==> src/rtl/systolic_pkg.sv <==
`default_nettype none
// ============================================================================
// Module  : systolic_pkg
// Purpose : Shared types and helpers for the systolic array sequencing
//           logic: controller state encoding, default array geometry and the
//           flush-length helper used by the controller.
// Ports   : none (package)
// Revision: 1.0 - initial release
// ============================================================================
package systolic_pkg;

  // Default geometry shared by the controller, skew buffers and PE grid.
  localparam int DEFAULT_ARRAY_SIZE = 8;
  localparam int DEFAULT_K_WIDTH    = 16;

  typedef enum logic [2:0] {
    IDLE   = 3'd0,
    CLEAR  = 3'd1,
    LOAD   = 3'd2,
    FLUSH  = 3'd3,
    OUTPUT = 3'd4
  } state_t;

  // Zero-feed cycles needed to drain an N x N array: skew delay (N-1),
  // propagation across the grid (N-1) and the PE output register (1).
  function automatic int flush_cycles(input int n);
    return 2 * n - 1;
  endfunction

endpackage
`default_nettype wire

==> src/rtl/systolic_seq_ctrl.sv <==
`default_nettype none
// ============================================================================
// Module  : systolic_seq_ctrl
// Purpose : Sequences one matrix-multiply tile through the systolic array:
//           clears the PE accumulators, streams K operand vectors through the
//           skew buffers, flushes the array with zeros and hands the result
//           rows out over a valid/ready handshake.
// Ports   : clk, rst      - clock, asynchronous active-high reset
//           start, k_len  - command strobe and inner dimension K
//           abort         - synchronous cancel back to IDLE
//           busy          - high whenever not IDLE
//           acc_clear     - one-cycle PE accumulator clear
//           skew_en       - skew buffer / PE register enable
//           feed_zero     - operand muxes select zero
//           feed_idx      - operand read index k during LOAD
//           out_valid, out_row, out_ready - result row handshake
//           done          - one-cycle pulse after the final row handshake
// Revision: 1.0 - initial release
// ============================================================================
module systolic_seq_ctrl
  import systolic_pkg::*;
#(
  parameter int ARRAY_SIZE = DEFAULT_ARRAY_SIZE,
  parameter int K_WIDTH    = DEFAULT_K_WIDTH,
  parameter int ROW_IDX_W  = $clog2(ARRAY_SIZE)
) (
  input  logic                 clk,
  input  logic                 rst,
  input  logic                 start,
  input  logic [K_WIDTH-1:0]   k_len,
  input  logic                 abort,
  output logic                 busy,
  output logic                 acc_clear,
  output logic                 skew_en,
  output logic                 feed_zero,
  output logic [K_WIDTH-1:0]   feed_idx,
  output logic                 out_valid,
  output logic [ROW_IDX_W-1:0] out_row,
  input  logic                 out_ready,
  output logic                 done
);

  localparam int C_FLUSH_CYCLES = flush_cycles(ARRAY_SIZE);
  localparam int C_FLUSH_W      = $clog2(C_FLUSH_CYCLES + 1);
  localparam logic [C_FLUSH_W-1:0] C_FLUSH_LAST = C_FLUSH_W'(C_FLUSH_CYCLES - 1);
  localparam logic [ROW_IDX_W-1:0] C_ROW_LAST   = ROW_IDX_W'(ARRAY_SIZE - 1);

  state_t                 r_state;
  logic [K_WIDTH-1:0]     r_k_len;
  logic [K_WIDTH-1:0]     r_k_cnt;
  logic [C_FLUSH_W-1:0]   r_flush_cnt;
  logic [ROW_IDX_W-1:0]   r_row_cnt;

  // Outputs are computed for the state being entered so that every output
  // is a flop aligned with the state register.
  always_ff @(posedge clk or posedge rst) begin
    if (rst) begin
      r_state     <= IDLE;
      r_k_len     <= '0;
      r_k_cnt     <= '0;
      r_flush_cnt <= '0;
      r_row_cnt   <= '0;
      busy        <= 1'b0;
      acc_clear   <= 1'b0;
      skew_en     <= 1'b0;
      feed_zero   <= 1'b0;
      feed_idx    <= '0;
      out_valid   <= 1'b0;
      out_row     <= '0;
      done        <= 1'b0;
    end else if (abort) begin
      // Cancel wins over every transition, including a start in IDLE.
      r_state     <= IDLE;
      r_k_cnt     <= '0;
      r_flush_cnt <= '0;
      r_row_cnt   <= '0;
      busy        <= 1'b0;
      acc_clear   <= 1'b0;
      skew_en     <= 1'b0;
      feed_zero   <= 1'b0;
      feed_idx    <= '0;
      out_valid   <= 1'b0;
      out_row     <= '0;
      done        <= 1'b0;
    end else begin
      done      <= 1'b0;
      acc_clear <= 1'b0;
      case (r_state)
        IDLE: begin
          if (start) begin
            r_k_len   <= k_len;
            r_state   <= CLEAR;
            busy      <= 1'b1;
            acc_clear <= 1'b1;
            // Zero-fill the skew pipes while the accumulators clear.
            skew_en   <= 1'b1;
            feed_zero <= 1'b1;
          end
        end

        CLEAR: begin
          if (r_k_len == '0) begin
            // Nothing to accumulate: the cleared array already holds zeros.
            r_state   <= OUTPUT;
            skew_en   <= 1'b0;
            feed_zero <= 1'b0;
            out_valid <= 1'b1;
            out_row   <= '0;
            r_row_cnt <= '0;
          end else begin
            r_state   <= LOAD;
            feed_zero <= 1'b0;
            r_k_cnt   <= '0;
            feed_idx  <= '0;
          end
        end

        LOAD: begin
          // K >= 1 here, so K-1 cannot underflow and k never wraps.
          if (r_k_cnt == r_k_len - 1'b1) begin
            r_state     <= FLUSH;
            feed_zero   <= 1'b1;
            feed_idx    <= '0;
            r_flush_cnt <= '0;
          end else begin
            r_k_cnt  <= r_k_cnt + 1'b1;
            feed_idx <= r_k_cnt + 1'b1;
          end
        end

        FLUSH: begin
          if (r_flush_cnt == C_FLUSH_LAST) begin
            r_state   <= OUTPUT;
            skew_en   <= 1'b0;
            feed_zero <= 1'b0;
            out_valid <= 1'b1;
            out_row   <= '0;
            r_row_cnt <= '0;
          end else begin
            r_flush_cnt <= r_flush_cnt + 1'b1;
          end
        end

        OUTPUT: begin
          // out_valid is always high here, so ready alone completes a row.
          if (out_ready) begin
            if (r_row_cnt == C_ROW_LAST) begin
              r_state   <= IDLE;
              busy      <= 1'b0;
              out_valid <= 1'b0;
              out_row   <= '0;
              r_row_cnt <= '0;
              done      <= 1'b1;
            end else begin
              r_row_cnt <= r_row_cnt + 1'b1;
              out_row   <= r_row_cnt + 1'b1;
            end
          end
        end

        default: begin
          r_state   <= IDLE;
          busy      <= 1'b0;
          skew_en   <= 1'b0;
          feed_zero <= 1'b0;
          feed_idx  <= '0;
          out_valid <= 1'b0;
          out_row   <= '0;
        end
      endcase
    end
  end

endmodule
`default_nettype wire

==> config.mk <==
export PLATFORM = sky130hd
export DESIGN_NAME = systolic_seq_ctrl
export DESIGN_NICKNAME = d
export VERILOG_FILES = /design/src/rtl/systolic_pkg.sv /design/src/rtl/systolic_seq_ctrl.sv
export SDC_FILE = /design/constraint.sdc
export NUM_CORES = 1
export LEC_CHECK = 0
export CAP_MARGIN = 20
export CORE_AREA = 2 2 107 98
export DETAILED_ROUTE_END_ITERATION = 10
export DIE_AREA = 0 0 109 100
export REMOVE_ABC_BUFFERS = 1
export SYNTH_ARGS = -nofsm -noshare
export SYNTH_HDL_FRONTEND = slang
export SYNTH_SLANG_ARGS = --single-unit
==> constraint.sdc <==
create_clock -name clk -period 3.2 [get_ports clk]
set_input_delay 0.48 -clock clk [delete_from_list [all_inputs] [get_ports clk]]
set_output_delay 0.48 -clock clk [all_outputs]
set_load 0.02 [all_outputs]
==> results of run 1 <==
[final timing paths]
kind	endpoint	slack, ns	cells past startpoint
hold reg to reg	feed_idx[6]	0.48	2
hold / removal	feed_idx[6]	0.48	2
min in group asynchronous	out_row[1]	0.59	2
max in group asynchronous	r_k_len[0]	1.97	3
setup / recovery	r_k_cnt[11]	0.24	11
setup reg to reg	r_k_cnt[11]	0.24	11
[cell type report]
| class | count | area [µm²] | area share, % |
|---|---|---|---|
| timing repair buffer | 56 | 546 | 11.9 |
| clock inverter | 6 | 66.3 | 1.44 |
| sequential | 67 | 1680 | 36.5 |
| multi-input combinational | 287 | 1960 | 42.7 |
| inverter | 14 | 52.6 | 1.15 |
| tap | 129 | 161 | 3.52 |
| clock buffer | 10 | 128 | 2.78 |
[power by group through the flow]
stage | clock, mW | combinational, mW | sequential [mW]
2_1_floorplan | 0 | 0.639 | 1.19
3_3_place_gp | 0 | 0.879 | 1.22
3_5_place_dp | 0 | 0.892 | 1.22
4_1_cts | 0.720 | 0.898 | 1.21
5_1_grt | 0.757 | 0.992 | 1.24
6_report | 0.697 | 0.888 | 1.21
[placed cells by master (no fill, tap or decap), types with 4 or more instances in the layout]
| master | instances |
|---|---|
| a21o_1 | 8 |
| nor3_1 | 10 |
| inv_1 | 13 |
| o21ai_0 | 28 |
| nor2_1 | 25 |
| xor2_1 | 13 |
| mux2i_1 | 4 |
| clkbuf_8 | 9 |
| nand3_1 | 21 |
| or3_1 | 5 |
| a21oi_1 | 5 |
| nand4_1 | 5 |
| xnor2_1 | 21 |
| buf_4 | 10 |
| clkdlybuf4s50_1 | 45 |
| dfrtp_1 | 67 |
| a221o_1 | 10 |
| ha_1 | 6 |
| nand3b_1 | 4 |
| and3_1 | 19 |
| mux2_2 | 17 |
| nand2_1 | 38 |
[cells by family after synthesis]
family | after synthesis | share of synthesized area (%)
DFF | 67 | 43.9
buffers and inverters | 40 | 4.94
and+or+nand+nor | 150 | 21.1
AOI/OAI and AO/OA | 75 | 14.0
adders and majority gates | 6 | 1.96
xor gates and xnor gates | 34 | 7.79
muxes | 22 | 6.35
[registers in the layout, indices dropped and copies added, names as in the netlist, 3 cells and up]
signal	flops
r_k_len	16
r_flush_cnt	4
r_row_cnt	3
out_row	3
r_k_cnt	16
feed_idx	16
r_state	3
[routing by layer]
| layer | global-route usage, % | share of wire [%] | vias to the layer above |
|---|---|---|---|
| met5 | 0 | 0 | - |
| met4 | 4.83 | 0.50 | 0 |
| met3 | 3.25 | 4.9 | 2 |
| met2 | 25.4 | 45 | 64 |
| met1 | 24.0 | 49 | 1456 |
| li1 | - | - | 1488 |
[worst max-delay path: stages, from the launching register on]
cell      delay, ns
dfrtp_1        0.46
inv_1          0.07
ha_1           0.30
or3b_2         0.46
a211oi_1       0.24
a31o_2         0.13
o22ai_1        0.08
nor4_2         0.23
and3_1         0.31
nor2_2         0.07
buf_4          0.19
a221o_1        0.30
[timing repair]
| action | CTS | global route |
|---|---|---|
| endpoints found under the setup margin | 0 | 17 |
| setup buffers | 0 | 0 |
| gates resized for setup | 0 | 2 |
==> flow_metrics.env, run 1 <==
export IMPL_status="finished clean"
export IMPL_drtIter0Drc=112
export IMPL_routed_wl_um=8330
export IMPL_synthArstFlopShare_pct=100
export IMPL_drive_above_1_share_pct=13.4
export IMPL_synth_area_leader_cell="dfrtp_1"
export IMPL_vias_per_cell=5.29
export IMPL_core_area_um2=9940
export IMPL_place_inst=553
export IMPL_fin_skew_ns=0.0103
export IMPL_critical_path_arrival_ns=3.19
export IMPL_postRouteAntennaNets=0
export IMPL_grt_remaining_overflow=0
export IMPL_p_per_area_nw_per_um2=609
export IMPL_clock_sinks=67
export IMPL_grt_pass1_vias=2892
export IMPL_postLayoutCoreUtil_pct=46.2
export IMPL_nNetsFinal=462
export IMPL_initial_utilization_pct=38.5
export IMPL_ys_ff_latch=67
export IMPL_yosys_area_top_type_share_pct=43.9
export IMPL_leakage_nw=2.05
export IMPL_tightest_slew_ns=0.737
export IMPL_rr_startpoint="r_k_len[0]"
export IMPL_finalSetupViolations=0
export IMPL_slew_viol_final=0
export IMPL_netlist_area_um2=3820
export IMPL_fin_tns_setup_ns=0
export IMPL_cp_startpoint="r_k_len[0]"
export IMPL_final_min_clock_period_ns=2.96
export IMPL_hold_viol_final=0
export IMPL_seqPwrFrac_pct=43.2
export IMPL_critical_path_required_ns=3.43
export IMPL_ios=46
export IMPL_p_comb_share_pct=31.8
export IMPL_p_sw_mw=1.00
export IMPL_slew_headroom_pct=50.8
export IMPL_areaGrowthSynthToFinish_pct=20.1
export IMPL_swShare_pct=35.9
export IMPL_critical_path_endpoint_type="flop"
export IMPL_via_count=3010
export IMPL_grt_max_degree=35
export IMPL_post_place_ws_ns=0.103
export IMPL_yosys_warnings=0
export IMPL_p_int_mw=1.79
export IMPL_ys_seq_area_share_pct=43.9
export IMPL_synth_avg_cell_area_um2=9.70
export IMPL_cts_max_level=3
export IMPL_drc=0
export IMPL_gp_congestion=0.811
export IMPL_wl_per_cell_um=14.6
export IMPL_drv_cap=0
export IMPL_die_w_um=109
export IMPL_diodes=0
export IMPL_timing_final_crit_share_pct=92.5
export IMPL_synth_flop_cell="dfrtp_1"
export IMPL_rsz0062_at_grt="false"
export IMPL_min_delay_start="feed_idx[6]"
export IMPL_ir_worst_vdd_mv=0.417
export IMPL_antenna_found_initial=0
export IMPL_grt_pass1_wl_um=14300
export IMPL_place_area_um2=4390
export IMPL_dieArea_um2=10900
export IMPL_stdcell_area_um2=4590
export IMPL_n_fill_cell=975
export IMPL_cts_tree="done"
export IMPL_clockBufferDepth=2
export IMPL_critical_path_startpoint_type="flop"
export IMPL_critPathMaxFanout=13
export IMPL_synth_cell_types=62
export IMPL_syn_inst=394
export IMPL_hpwl_um=6210
export IMPL_drt_pass1_iterations=4
export IMPL_hold_buffers=0
export IMPL_rows=35
export IMPL_ys_top_cells_by_area="dfrtp_1 44%, mux2_2 5.0%, xnor2_1 4.8%"
export IMPL_fin_cells=569
export IMPL_synth_edf_count=0
export IMPL_whs_ns=0.479
export IMPL_synth_common_cells="67 x dfrtp_1, 38 x nand2_1, 29 x o21ai_0, 25 x nor2_1"
export IMPL_yosysMostFrequentCell="dfrtp_1"
export IMPL_cts_made_buffers=9
export IMPL_clk_pin_slew_ns=0.08
export IMPL_cts_root_buffer_cell="clkbuf_8"
export IMPL_grtUsageTotal_pct=16.6
export IMPL_clk_latency_ns=0.34
export IMPL_die_y_um=100
export IMPL_fin_ws_ns=0.241
export IMPL_finalPower_mw=2.79
export IMPL_crit_type="reg -> reg"
export IMPL_worst_hold_path_type="reg -> reg"
export IMPL_io_buffers=45
export IMPL_fmax_mhz=338
export IMPL_power_frac_clock_pct=25.0
Note: power is estimated with default switching activity, not from simulation.
==> run 2: changes to the inputs <==
CTS_BUF_LIST = sky130_fd_sc_hd__clkbuf_16   (was default)
==> run 2 against run 1 <==
Maximum frequency hardly changed. Largest power group unchanged. Via count up 0.23%. Final area increased by 2.2%. Critical endpoint is now r_k_cnt[7]. Flip-flop and latch count unchanged. Largest cell class unchanged.
==> flow_metrics.env, run 2 (synthesized netlist as in run 1, its figures left out) <==
export IMPL_grt_max_degree=35
export IMPL_areaGrowthSynthToFinish_pct=22.7
export IMPL_core_area_um2=9940
export IMPL_drc=0
export IMPL_seqPwrFrac_pct=39.5
export IMPL_power_frac_clock_pct=31.6
export IMPL_final_cell_mix="67 x dfrtp_1, 45 x clkdlybuf4s50_1, 38 x nand2_1"
export IMPL_critical_path_startpoint_type="flop"
export IMPL_reg_top3="feed_idx (16), r_k_cnt (16), r_k_len (16)"
export IMPL_clk_pin_slew_ns=0.06
export IMPL_p_per_area_nw_per_um2=657
export IMPL_nNetsFinal=462
export IMPL_cts_made_buffers=9
export IMPL_crit_type="reg -> reg"
export IMPL_grtUsageTotal_pct=16.7
export IMPL_final_min_clock_period_ns=2.96
export IMPL_cp_slowest_cell="or3b_2"
export IMPL_worst_hold_path_type="reg -> reg"
export IMPL_clockBufferDepth=2
export IMPL_wl_per_cell_um=14.9
export IMPL_path_cells="inv_1, ha_1, or3b_2, a211oi_1, a31o_2, o22ai_1, nor4_2, and3_1, nor2_2, buf_4, a221o_1"
export IMPL_critical_path_endpoint_type="flop"
export IMPL_p_sw_mw=1.05
export IMPL_hpwl_um=6210
export IMPL_slew_viol_final=0
export IMPL_fin_tns_setup_ns=0
export IMPL_p_comb_share_pct=28.9
export IMPL_cts_root_buffer_cell="clkbuf_16"
export IMPL_cts_tree="done"
export IMPL_diodes=0
export IMPL_dieArea_um2=10900
export IMPL_drive_above_1_share_pct=13.4
export IMPL_routed_wl_um=8470
export IMPL_swShare_pct=34.0
export IMPL_leakage_nw=2.10
export IMPL_status="finished clean"
export IMPL_die_w_um=109
export IMPL_grt_pass1_vias=2921
export IMPL_io_buffers=45
export IMPL_multiInputGateArea_um2=1960
export IMPL_ios=46
export IMPL_grt_pass1_wl_um=14400
export IMPL_mostFrequentLayoutCell="dfrtp_1"
export IMPL_vias_per_cell=5.30
export IMPL_max_stage_delay_ns=0.47
export IMPL_hold_viol_final=0
export IMPL_n_fill_cell=959
export IMPL_gp_congestion=0.811
export IMPL_slew_headroom_pct=49.9
export IMPL_critical_path_required_ns=3.41
export IMPL_tightest_slew_ns=0.750
export IMPL_whs_ns=0.474
export IMPL_path_buf_inv=2
export IMPL_p_int_mw=2.03
export IMPL_timing_final_crit_share_pct=92.4
export IMPL_rows=35
export IMPL_antenna_found_initial=0
export IMPL_rsz0062_at_grt="false"
export IMPL_grt_remaining_overflow=0
export IMPL_clk_latency_ns=0.33
export IMPL_reg2reg_slack_ns=0.24
export IMPL_drt_pass1_iterations=6
export IMPL_fmax_mhz=338
export IMPL_clock_sinks=67
export IMPL_drv_cap=0
export IMPL_critical_path_top_delay_family="simple AND/OR/NAND/NOR gates"
export IMPL_drtIter0Drc=143
export IMPL_initial_utilization_pct=38.5
export IMPL_seq_area_um2=1680
export IMPL_via_count=3017
export IMPL_finalSetupViolations=0
export IMPL_ir_worst_vdd_mv=0.462
export IMPL_fin_skew_ns=0.00602
export IMPL_critical_path_arrival_ns=3.16
export IMPL_cts_max_level=3
export IMPL_critPathMaxFanout=13
export IMPL_postRouteAntennaNets=0
export IMPL_die_y_um=100
## run 2: changes by cell type in the layout (fill, tap and decap cells not counted)
| cell | before | now |
|---|---|---|
| clkbuf_1 | 1 | 0 |
| clkbuf_8 | 9 | 0 |
| inv_1 | 13 | 14 |
| clkbuf_16 | 0 | 9 |
## run 2: worst paths after layout
path | startpoint | to | cells after the start
min in group asynchronous | rst | out_row[1] | 2
max reg2reg | r_k_len[0] | r_k_cnt[7] | 11
min | feed_idx[6] | feed_idx[6] | 2
max | r_k_len[0] | r_k_cnt[7] | 11
max in group asynchronous | rst | r_k_len[0] | 3
min reg2reg | feed_idx[6] | feed_idx[6] | 2
## run 2: what timing repair did
item                                    CTS  global route
hold buffers                              0             0
endpoints found under the setup margin    0            16
endpoints found under the hold margin     0             0
gates resized for setup                   0             2
setup buffers                             0             0
## run 2: layout make-up
cell class,count,share of cell area [%]
clock buffer,9,4.80
tap,129,3.44
multi-input combinational,287,41.8
clock inverter,7,1.49
inverter,14,1.12
sequential,67,35.7
timing repair buffer,56,11.6
## run 2: worst register-to-register path: stages, from the launching register on
cell	delay [ns]
dfrtp_1	0.46
inv_1	0.07
ha_1	0.30
or3b_2	0.47
a211oi_1	0.24
a31o_2	0.13
o22ai_1	0.08
nor4_2	0.23
and3_1	0.30
nor2_2	0.06
buf_4	0.19
a221o_1	0.31
## run 2: stage by stage
stage          power, mW  utilization [%]  worst slack (ns)  cells  area (µm²)
4_1_cts             3.10             47.2            0.0831    569        4690
6_report            3.08             47.2             0.243    569        4690
5_1_grt             3.27             47.2            0.0351    569        4690
3_3_place_gp        2.09             44.2             0.258    553        4390
3_5_place_dp        2.12             44.2             0.103    553        4390
2_1_floorplan       1.83                -             0.597    368        3690
## run 2: routing by layer
layer | vias to the layer above | wire length, µm | share of wire [%] | GRT usage, %
li1 | 1495 | - | - | -
met1 | 1459 | 4280 | 51 | 24.2
met2 | 55 | 3820 | 45 | 25.5
met3 | 8 | 273 | 3.2 | 3.05
met4 | 0 | 102 | 1.2 | 4.54
met5 | - | 0 | 0 | 0
## run 2: power by group through the flow
stage	combinational [mW]	sequential [mW]	clock, mW
finish	0.891	1.22	0.974
CTS	0.900	1.21	0.993
floorplan	0.639	1.19	0
global route	0.994	1.25	1.03
detailed placement	0.892	1.22	0
global placement	0.879	1.22	0
